### config.mk
export PLATFORM = sky130hd
export DESIGN_NAME = score_ctrl
export DESIGN_NICKNAME = d
export VERILOG_FILES = /design/src/rtl/score_ctrl_pkg.sv /design/src/rtl/score_ctrl_bcd_add_sat.sv /design/src/rtl/score_ctrl.sv
export SDC_FILE = /design/constraint.sdc
export NUM_CORES = 1
export LEC_CHECK = 0
export ABC_AREA = 0
export ABC_CLOCK_PERIOD_IN_PS = 11700
export CAP_MARGIN = 5
export CORE_ASPECT_RATIO = 1.75
export CORE_MARGIN = 2
export CORE_UTILIZATION = 56
export CTS_CLUSTER_SIZE = 28
export DETAILED_ROUTE_END_ITERATION = 8
export MAX_ROUTING_LAYER = met4
export PLACE_DENSITY = 0.86
export SETUP_SLACK_MARGIN = 0.1
export SYNTH_ARGS = -nofsm -noshare
export SYNTH_HDL_FRONTEND = slang
export SYNTH_HIERARCHICAL = 1
export SYNTH_SLANG_ARGS = --single-unit
### constraint.sdc
create_clock -name clk -period 11.7 [get_ports clk]
set_input_delay 2.34 -clock clk [delete_from_list [all_inputs] [get_ports clk]]
set_output_delay 2.34 -clock clk [all_outputs]
set_load 0.03 [all_outputs]
### src/rtl/score_ctrl_pkg.sv
// Shared constants for the score/game-state stage: state encodings, BCD
// digit width, default game tuning and a single-digit BCD adder helper.
package score_ctrl_pkg;

  localparam int BCD_DIGIT_W = 4;

  localparam logic [1:0] ST_IDLE = 2'd0;
  localparam logic [1:0] ST_PLAY = 2'd1;
  localparam logic [1:0] ST_OVER = 2'd2;

  localparam int DEF_KILL_POINTS   = 1;
  localparam int DEF_LIVES_INIT    = 3;
  localparam int DEF_INVULN_FRAMES = 120;

  // Adds two BCD digits; operands may be 0..9. Returns {carry, digit}.
  function automatic logic [BCD_DIGIT_W:0] bcd_digit_add(
    input logic [BCD_DIGIT_W-1:0] a,
    input logic [BCD_DIGIT_W-1:0] b
  );
    logic [BCD_DIGIT_W:0] s;
    s = {1'b0, a} + {1'b0, b};
    if (s > 5'd9) begin
      return {1'b1, 4'(s - 5'd10)};
    end
    return {1'b0, s[BCD_DIGIT_W-1:0]};
  endfunction

endpackage

### src/rtl/score_ctrl_bcd_add_sat.sv
// Adds one BCD digit (0..9) to an N-digit BCD value. Instead of wrapping
// past the top digit the result sticks at all nines.
module score_ctrl_bcd_add_sat
  import score_ctrl_pkg::*;
#(
  parameter int SCORE_DIGITS = 4
) (
  input  logic [BCD_DIGIT_W*SCORE_DIGITS-1:0] value_bcd,
  input  logic [BCD_DIGIT_W-1:0]              addend,
  output logic [BCD_DIGIT_W*SCORE_DIGITS-1:0] sum_bcd
);

  logic [BCD_DIGIT_W*SCORE_DIGITS-1:0] sum_raw;
  logic [BCD_DIGIT_W-1:0]              carry;
  logic [BCD_DIGIT_W:0]                dsum;

  // Ripple the addend through the digits; after digit 0 the carry is 0/1.
  always_comb begin
    carry   = addend;
    dsum    = '0;
    sum_raw = '0;
    for (int i = 0; i < SCORE_DIGITS; i++) begin
      dsum = bcd_digit_add(value_bcd[i*BCD_DIGIT_W +: BCD_DIGIT_W], carry);
      sum_raw[i*BCD_DIGIT_W +: BCD_DIGIT_W] = dsum[BCD_DIGIT_W-1:0];
      carry = {3'b000, dsum[BCD_DIGIT_W]};
    end
  end

  assign sum_bcd = (carry != '0) ? {SCORE_DIGITS{4'h9}} : sum_raw;

endmodule

### src/rtl/score_ctrl.sv
// Game-state and scoring stage. Folds per-pixel crash levels into at most
// one kill and one hit event per video frame, and keeps score, lives,
// post-hit invulnerability and the IDLE/PLAY/OVER state.
//
//   state   | meaning
//   --------+-----------------------------------------------------------
//   ST_IDLE | after reset, waiting for a start edge; crashes ignored
//   ST_PLAY | game running; crashes gathered per frame, applied at frame end
//   ST_OVER | lives exhausted; score/lives frozen until a start edge
module score_ctrl
  import score_ctrl_pkg::*;
#(
  parameter int SCORE_DIGITS     = 4,
  parameter int KILL_POINTS      = DEF_KILL_POINTS,
  parameter int LIVES_INIT       = DEF_LIVES_INIT,
  parameter int INVULN_FRAMES    = DEF_INVULN_FRAMES,
  parameter int VSYNC_ACTIVE_LOW = 1
) (
  input  logic                                clk,
  input  logic                                rst,
  input  logic                                v_sync_i,
  input  logic                                crash_enemy_bullet_i,
  input  logic                                crash_me_enemy_i,
  input  logic                                start_i,
  output logic [BCD_DIGIT_W*SCORE_DIGITS-1:0] score_bcd_o,
  output logic [2:0]                          lives_o,
  output logic                                playing_o,
  output logic                                game_over_o,
  output logic                                invuln_o,
  output logic                                frame_end_o
);

  localparam int          SCORE_W    = BCD_DIGIT_W * SCORE_DIGITS;
  localparam logic        VS_ACTIVE  = (VSYNC_ACTIVE_LOW != 0) ? 1'b0 : 1'b1;
  localparam logic [2:0]  LIVES_LOAD = 3'(LIVES_INIT);
  localparam logic [7:0]  INV_LOAD   = 8'(INVULN_FRAMES);

  logic [1:0]         state_q, state_nxt;
  logic [7:0]         invuln_cnt_q, invuln_nxt;
  logic               kill_seen_q, kill_nxt;
  logic               hit_seen_q, hit_nxt;
  logic               vs_prev_q;
  logic               start_prev_q;
  logic [SCORE_W-1:0] score_nxt, score_inc;
  logic [2:0]         lives_nxt;
  logic               frame_end, start_rise, kill_evt, hit_evt;

  score_ctrl_bcd_add_sat #(
    .SCORE_DIGITS(SCORE_DIGITS)
  ) u_bcd_add_sat (
    .value_bcd(score_bcd_o),
    .addend   (4'(KILL_POINTS)),
    .sum_bcd  (score_inc)
  );

  // Frame/start edge detection and next-state game rules.
  always_comb begin
    frame_end  = (vs_prev_q != VS_ACTIVE) && (v_sync_i == VS_ACTIVE);
    start_rise = start_i && !start_prev_q;
    // A crash on the frame-end cycle itself still belongs to the ending frame.
    kill_evt   = kill_seen_q | crash_enemy_bullet_i;
    hit_evt    = hit_seen_q | crash_me_enemy_i;

    state_nxt  = state_q;
    score_nxt  = score_bcd_o;
    lives_nxt  = lives_o;
    invuln_nxt = invuln_cnt_q;
    kill_nxt   = kill_seen_q;
    hit_nxt    = hit_seen_q;

    case (state_q)
      ST_IDLE, ST_OVER: begin
        kill_nxt   = 1'b0;
        hit_nxt    = 1'b0;
        invuln_nxt = '0;
        if (start_rise) begin
          state_nxt = ST_PLAY;
          score_nxt = '0;
          lives_nxt = LIVES_LOAD;
        end
      end
      ST_PLAY: begin
        if (frame_end) begin
          kill_nxt = 1'b0;
          hit_nxt  = 1'b0;
          if (kill_evt) begin
            score_nxt = score_inc;
          end
          if (hit_evt && (invuln_cnt_q == '0)) begin
            if (lives_o == 3'd1) begin
              lives_nxt = 3'd0;
              state_nxt = ST_OVER;
            end else begin
              lives_nxt  = lives_o - 3'd1;
              invuln_nxt = INV_LOAD;
            end
          end else if (invuln_cnt_q != '0) begin
            invuln_nxt = invuln_cnt_q - 8'd1;
          end
        end else begin
          kill_nxt = kill_evt;
          hit_nxt  = hit_evt;
        end
      end
      default: begin
        state_nxt = ST_IDLE;
      end
    endcase
  end

  // Register game state and all outputs; reset forces the idle picture.
  always_ff @(posedge clk) begin
    if (rst) begin
      state_q      <= ST_IDLE;
      score_bcd_o  <= '0;
      lives_o      <= LIVES_LOAD;
      invuln_cnt_q <= '0;
      kill_seen_q  <= 1'b0;
      hit_seen_q   <= 1'b0;
      vs_prev_q    <= ~VS_ACTIVE;
      start_prev_q <= 1'b0;
      playing_o    <= 1'b0;
      game_over_o  <= 1'b0;
      invuln_o     <= 1'b0;
      frame_end_o  <= 1'b0;
    end else begin
      state_q      <= state_nxt;
      score_bcd_o  <= score_nxt;
      lives_o      <= lives_nxt;
      invuln_cnt_q <= invuln_nxt;
      kill_seen_q  <= kill_nxt;
      hit_seen_q   <= hit_nxt;
      vs_prev_q    <= v_sync_i;
      start_prev_q <= start_i;
      playing_o    <= (state_nxt == ST_PLAY);
      game_over_o  <= (state_nxt == ST_OVER);
      invuln_o     <= (invuln_nxt != '0);
      frame_end_o  <= frame_end;
    end
  end

endmodule

==> results of run 1 <==
-- kinds of logic after synthesis --
| family | count (synthesis) |
|---|---|
| simple gates | 144 |
| compound gates | 83 |
| other cells | 2 |
| flops | 37 |
| xor+xnor | 6 |
| buf+inv | 29 |
| mux | 4 |
| fa+ha+maj | 18 |
-- power groups by stage --
stage	clock network (mW)	registers (mW)	logic [mW]
floorplan	0	0.136	0.0323
global placement	0	0.134	0.0457
detailed placement	0	0.134	0.0465
CTS	0.0937	0.131	0.0467
global route	0.0967	0.132	0.0520
finish	0.0914	0.131	0.0474
-- final cells by class --
class	instances	area, um^2
fillers	378	1481
well taps	51	63.81
inverters	16	60.06
clock buffers	7	86.33
repair buffers	30	295.3
multi-input cells	260	1677
flip-flops and latches	37	740.7
-- through the flow --
step / instances / hold WS [ns]
6_report: 401 / 0.4827
5_1_grt: 401 / 0.5095
4_1_cts: 401 / 0.4843
3_5_place_dp: 394 / 0.4759
3_3_place_gp: 394 / 0.4650
2_1_floorplan: 326 / 0.4806
-- final timing paths --
check | startpoint | endpoint | slack (ns) | cells after the start
max | score_bcd_o[0]$_SDFFE_PP0P_ | score_bcd_o[11]$_SDFFE_PP0P_ | 5.97 | 24
min | score_bcd_o[2]$_SDFFE_PP0P_ | score_bcd_o[2]$_SDFFE_PP0P_ | 0.48 | 2
max reg2reg | score_bcd_o[0]$_SDFFE_PP0P_ | score_bcd_o[11]$_SDFFE_PP0P_ | 5.97 | 24
min reg2reg | score_bcd_o[2]$_SDFFE_PP0P_ | score_bcd_o[2]$_SDFFE_PP0P_ | 0.48 | 2
-- worst max-delay path, stage by stage (launching register included) --
cell,delay (ns)
dfxtp_1,0.36
ha_1,0.19
inv_1,0.06
fa_1,0.39
xor2_1,0.50
and2_1,0.20
o21bai_1,0.08
ha_1,0.24
ha_1,0.28
nand2b_1,0.19
mux2i_1,0.25
nor2_1,0.07
ha_1,0.25
ha_1,0.37
or2_2,0.34
a21oi_1,0.23
nor3_1,0.07
ha_1,0.23
ha_1,0.30
nor2_1,0.04
a41oi_1,0.22
o22a_1,0.40
a221o_1,0.17
nand3_1,0.06
a21oi_1,0.16
-- layer usage --
| layer | global-route usage, % | up-vias | share of wire [%] |
|---|---|---|---|
| met5 | - | - | 0 |
| met4 | 15.45 | 0 | 3.7 |
| met3 | 4.153 | 22 | 3.7 |
| met2 | 45.24 | 71 | 55 |
| met1 | 25.88 | 1135 | 37 |
| li1 | - | 1210 | - |
-- sequential cells by signal, summed over array words and instances, names as in the netlist --
signal        cells
frame_end_o       1
invuln_o          1
hit_seen_q        1
vs_prev_q         1
score_bcd_o      16
playing_o         1
state_q           2
invuln_cnt_q      8
game_over_o       1
start_prev_q      1
kill_seen_q       1
lives_o           3
-- layout by cell type (no fill, tap or decap), types with 5 or more instances in the layout --
cell and n:
nand2_1 27, nor2_1 34, a21oi_1 32, o211ai_1 5, nor2b_1 5, clkdlybuf4s50_1 28
inv_1 16, or2_2 5, clkbuf_8 6, dfxtp_1 37, nand2b_1 15, a31oi_1 11
o21ai_0 5, nand3_1 22, nor3_1 11, ha_1 17, conb_1 5
==> out/results.txt, run 1 <==
slew of the pin with the lowest slew margin: 1.071 ns
mux contribution to synthesized area: 1.625%
run status: complete, no violations
Via Count: 2438
worst-case clock buffer depth: 2
# IOs: 29
top cells by count, synth: dfxtp_1 (37), nor2_1 (34), a21oi_1 (32)
CP required: 11.93 ns
most area-hungry cell type in the Yosys netlist: dfxtp_1
simple-gate share of the synthesized area: 30.63%
port bufs: 28
main combinational cell family by area after synthesis: simple AND/OR/NAND/NOR gates
sequential share of the synthesized area: 29.15%
Post-synth top flop: dfxtp_1
full die area: 0.005114 mm^2
synthesis-stage register bit count: 37
vias in the first global route: 2255
cell area power density: 92.44 mW/mm^2
cts bufs inserted: 5
Final ANT Viol Nets: 0
final hold violations: 0
clock sinks: 37
Max Fclk: 174.6 MHz
FP Rows: 32
Sw Share: 28.52%
Setup WS post-layout: 5.974 ns
Clock transition at path regs: 0.07 ns
Leak Pwr: 1.117 nW
critical path arrival: 5.95 ns
worst-skew pair later-pin latency: 0.29 ns
Pwr Total: 270.2 uW
gpl congestion: 0.8506
Slew Limit Fails: 0
Residual DRC: 0
Compound-Gate Fraction of Synth Area: 21.76%
nets: 374
crit-path max FO: 8
Total Wirelength: 6017 um
Critical Path Source Type: register
main area contributors after synthesis: dfxtp_1 (29%), ha_1 (8.4%), a21oi_1 (6.3%)
Hold Path Class: register to register
Synth cell types: 59
Die Ht: 93.11 um
drt wl/cell: 15.00 um
VDD IR max: 0.07030 mV
WS Path Type: register to register
yosys warns: 6
mapped cell area: 0.002541 mm^2
Logic pwr share: 17.5%
initial DRC count: 90
Post-CTS Resized: 0
Tot GR Track Use: 26.13%
Slew headroom: 28.31%
RSZ-0062 raised after global routing: no
switching pwr: 77.06 uW
# setup viols final: 0
fin util: 66.36%
share of the synthesized area in the top cell type: 29.15%
Setup WS pre-CTS: 6.052 ns
chip width: 54.92 um
Initial Util: 57.70%
Post-Syn Instances: 323
max cap viols: 0
GRT overflow: 0
clock power share: 33.8%
initial antenna violation count: 0
drt pass-1 iters: 5
sequential share of power: 48.6%
Final min period: 5.726 ns
post-placement cell area: 0.002836 mm^2
top-count cell post-synth: dfxtp_1
largest net degree at the start of global routing: 33
first-pass GRT wire length: 9694 um
adder-cell share of the synthesized area: 9.158%
area of the core: 0.004404 mm^2
final worst path period share: 48.94%
Post-synth EDFFs: 0
Synth Area in XOR/XNOR: 2.068%
Worst setup EP type: register
Async SR Flop Fraction: 0%
Worst Clk Skew: 0.002464 ns
root buffer cell: clkbuf_8
Via density: 6.080
Layout area overhead: 15.02%
Syn Area/Cell: 7.867 um^2
CTS tree: done
final instance area: 0.002923 mm^2
Detailed Place HPWL: 4452 um
total negative slack: 0 ns
Pint: 193.1 uW
share of post-route cells with drive strength above 1: 7.143%
n_diodes: 0
setup repair bufs after CTS: 0
H-tree depth: 2
hold_buf cts: 0
No activity file was read; power rests on OpenSTA's default activity.
==> run 2, diff against run 1 <==
ABC_CLOCK_PERIOD_IN_PS = 4700   (was 11700)
CORE_UTILIZATION = 51   (was 56)
PLACE_DENSITY = 0.82   (was 0.86)
clock period = 4.7 ns   (was 11.7 ns; I/O delays follow)
==> run 2 against run 1 <==
Net effect:
- non-clock buffer count up 21
- core utilization up 1.0 points
- design area up 13%
- clock power up 130%
- clock skew up 0.0097 ns
- critical path depth unchanged
- critical path type unchanged
- highest routed layer unchanged
==> out/results.txt, run 2 (synthesized netlist as in run 1, its figures left out) <==
reg2reg end: score_bcd_o[3]$_SDFFE_PP0P_
RSZ-0062 raised after global routing: yes
clock power share: 31.7% (-2.1 points)
Biggest register: score_bcd_o
first-pass GRT wire length: 11560 um (+19%)
n_diodes: 0 (unchanged)
Critical Path, Cell by Cell: ha_4 > inv_2 > fa_2 > xor2_4 > and2_1 > o21bai_1 > ha_2 > ha_4 > mux2_4 > nor2_4 > nor2_1 > ha_2 > ha_4 > or2_4 > a21oi_4 > nor3_2 > ha_2 > ha_4 > inv_1 > a21oi_1 > o22ai_1 > o211ai_1 > nand3_1 > a21oi_1
commonest non-fill, non-tap cells in the layout: dfxtp_1 (33), nor2_1 (32), a21oi_1 (30), clkdlybuf4s50_1 (28), nand2_1 (27)
area of the core: 0.004892 mm^2 (+11%)
max cap viols: 0 (unchanged)
largest net degree at the start of global routing: 21 (-36%)
# setup viols final: 0 (unchanged)
Leak Pwr: 1.217 nW (+9.0%)
slew of the pin with the lowest slew margin: 1.127 ns (+0.05579 ns)
slowest stage cell, crit path: fa_2
Via density: 5.925 (-2.6%)
Critical Path Source Type: register
crit-path max FO: 5 (-3)
share of post-route cells with drive strength above 1: 20.75% (+14 points)
FP Rows: 34 (+6.3%)
max reg flops: 16 (unchanged)
Final min period: 4.654 ns (-1.072 ns)
WS Path Type: register to register
Worst setup EP type: register
drt wl/cell: 16.11 um (+7.4%)
CTS tree: done
R2R depth: 24 (unchanged)
R2R Setup Slk: 0.05 ns (-5.93 ns)
worst setup path start: score_bcd_o[0]$_SDFFE_PP0P_
worst-skew pair later-pin latency: 0.30 ns (about the same)
Die Ht: 97.38 um (+4.6%)
Final ANT Viol Nets: 0 (unchanged)
commonest non-fill, non-tap cell in the layout: dfxtp_1
final worst path period share: 99.03% (+50 points)
Via Count: 2518 (+3.3%)
drt pass-1 iters: 4 (-1)
Worst Hold Slack: 0.4720 ns (-0.01075 ns)
Critical Path Stages: 24 (unchanged)
Hold Crit Depth: 2 (unchanged)
Sw Share: 29.39% (+0.87 points)
largest registers: score_bcd_o: 16 flops, invuln_cnt_q: 8 flops, lives_o: 3 flops
Pwr Total: 671.2 uW (+150%)
r2r startpoint: score_bcd_o[0]$_SDFFE_PP0P_
worst-case clock buffer depth: 2 (unchanged)
full die area: 0.005586 mm^2 (+9.2%)
most frequent CP cell: ha_4
chip width: 57.36 um (+4.4%)
VDD IR max: 0.2626 mV (+270%)
vias in the first global route: 2585 (+15%)
final hold violations: 0 (unchanged)
Pint: 473.9 uW (+150%)
max incr delay on CP: 0.41 ns (-0.09 ns)
run status: complete, no violations
sequential share of power: 48.6% (about the same)
Initial Util: 51.94% (-5.8 points)
Detailed Place HPWL: 5080 um (+14%)
clock sinks: 37 (unchanged)
gpl congestion: 0.9022 (+6.1%)
cell area power density: 203.6 mW/mm^2 (+120%)
Max Fclk: 214.9 MHz (+23%)
CP required: 4.90 ns (-7.03 ns)
cts bufs inserted: 5 (unchanged)
port bufs: 28 (unchanged)
Logic pwr share: 19.7% (+2.2 points)
# IOs: 29 (unchanged)
H-tree depth: 2 (unchanged)
Residual DRC: 0 (unchanged)
critical path arrival: 4.86 ns (-1.09 ns)
initial antenna violation count: 0 (unchanged)
Tot GR Track Use: 26.49% (+0.36 points)
Slew headroom: 24.58% (-3.7 points)
Slew Limit Fails: 0 (unchanged)
nets: 395 (+5.6%)
Crit path buffers/inverters: 2 (+1)
switching pwr: 197.3 uW (+160%)
root buffer cell: clkbuf_8
GRT overflow: 0 (unchanged)
post-placement cell count: 411 (+4.3%)
crit path to: score_bcd_o[3]$_SDFFE_PP0P_
Layout area overhead: 29.74%
Hold Path Class: register to register
Clock transition at path regs: 0.08 ns (about the same)
Crit path max-delay family: adder cells
Worst Clk Skew: 0.01214 ns (+0.009673 ns)
Total Wirelength: 6847 um (+14%)
initial DRC count: 104 (+16%)
Final Non-Filler Cells: 425 (+6.0%)
## run 2: cell count changes in the layout (fill, tap and decap cells not counted), moves of 3 or more
cell and change:
dfxtp_1 -4, ha_4 +5, ha_1 -8, buf_4 +21
ha_2 +3
## run 2: power groups by stage
stage | Clock [mW] | Combinational [mW] | Sequential, mW
6_report | 0.213 | 0.132 | 0.326
5_1_grt | 0.232 | 0.146 | 0.327
3_3_place_gp | 0 | 0.127 | 0.333
3_5_place_dp | 0 | 0.128 | 0.334
2_1_floorplan | 0 | 0.0847 | 0.338
4_1_cts | 0.219 | 0.132 | 0.326
## run 2: cell type report
type | count | area [um^2]
repair buffers | 51 | 452.9
flip-flops and latches | 37 | 750.7
inverters | 16 | 60.06
clock buffers | 6 | 72.57
multi-input cells | 260 | 1888
fillers | 407 | 1595
clock inverters | 1 | 5.005
well taps | 54 | 67.56
## run 2: tightest hold or removal path, delay by kind of cell, from the launching register on
kind	cells	cell delay, ns
flip-flops	1	0.33
AND/OR/NAND/NOR	1	0.06
AO/OA/AOI/OAI	1	0.05
## run 2: what timing repair did
item,4_1_cts,5_1_grt
hold endpoints to repair,0,0
hold buffers,0,0
pin swaps,11,16
gates resized for setup,16,5
setup buffers,3,4
setup endpoints to repair,13,14
## run 2: worst min-delay path by stage
| stage | startpoint | end | slack (ns) |
|---|---|---|---|
| 2_1_floorplan | vs_prev_q$_SDFF_PP1_ | frame_end_o$_SDFF_PP0_ | 0.48 |
| 3_3_place_gp | score_bcd_o[3]$_SDFFE_PP0P_ | score_bcd_o[3]$_SDFFE_PP0P_ | 0.45 |
| 3_5_place_dp | score_bcd_o[3]$_SDFFE_PP0P_ | score_bcd_o[3]$_SDFFE_PP0P_ | 0.46 |
| 4_1_cts | score_bcd_o[3]$_SDFFE_PP0P_ | score_bcd_o[3]$_SDFFE_PP0P_ | 0.47 |
| 5_1_grt | score_bcd_o[3]$_SDFFE_PP0P_ | score_bcd_o[3]$_SDFFE_PP0P_ | 0.49 |
| 6_report | score_bcd_o[3]$_SDFFE_PP0P_ | score_bcd_o[3]$_SDFFE_PP0P_ | 0.47 |
## run 2: metrics by stage
stage / instance area (um^2) / setup WS, ns / utilization [%] / setup TNS [ns]
2_1_floorplan: 2651 / 0.1003 / - / 0
3_3_place_gp: 3044 / 0.0001861 / 62.23 / 0
3_5_place_dp: 3044 / -0.1704 / 62.23 / -0.7491
4_1_cts: 3237 / 0.1024 / 66.16 / 0
5_1_grt: 3297 / -0.1065 / 67.39 / -0.5600
6_report: 3297 / 0.04562 / 67.39 / 0
## run 2: metal layers
| metal | part of all wire, % | up-vias | GRT usage [%] |
|---|---|---|---|
| met4 | 4.3 | 0 | 13.77 |
| met2 | 57 | 48 | 48.78 |
| met1 | 36 | 1190 | 25.67 |
| met3 | 2.0 | 28 | 3.329 |
| met5 | 0 | - | - |
| li1 | - | 1252 | - |
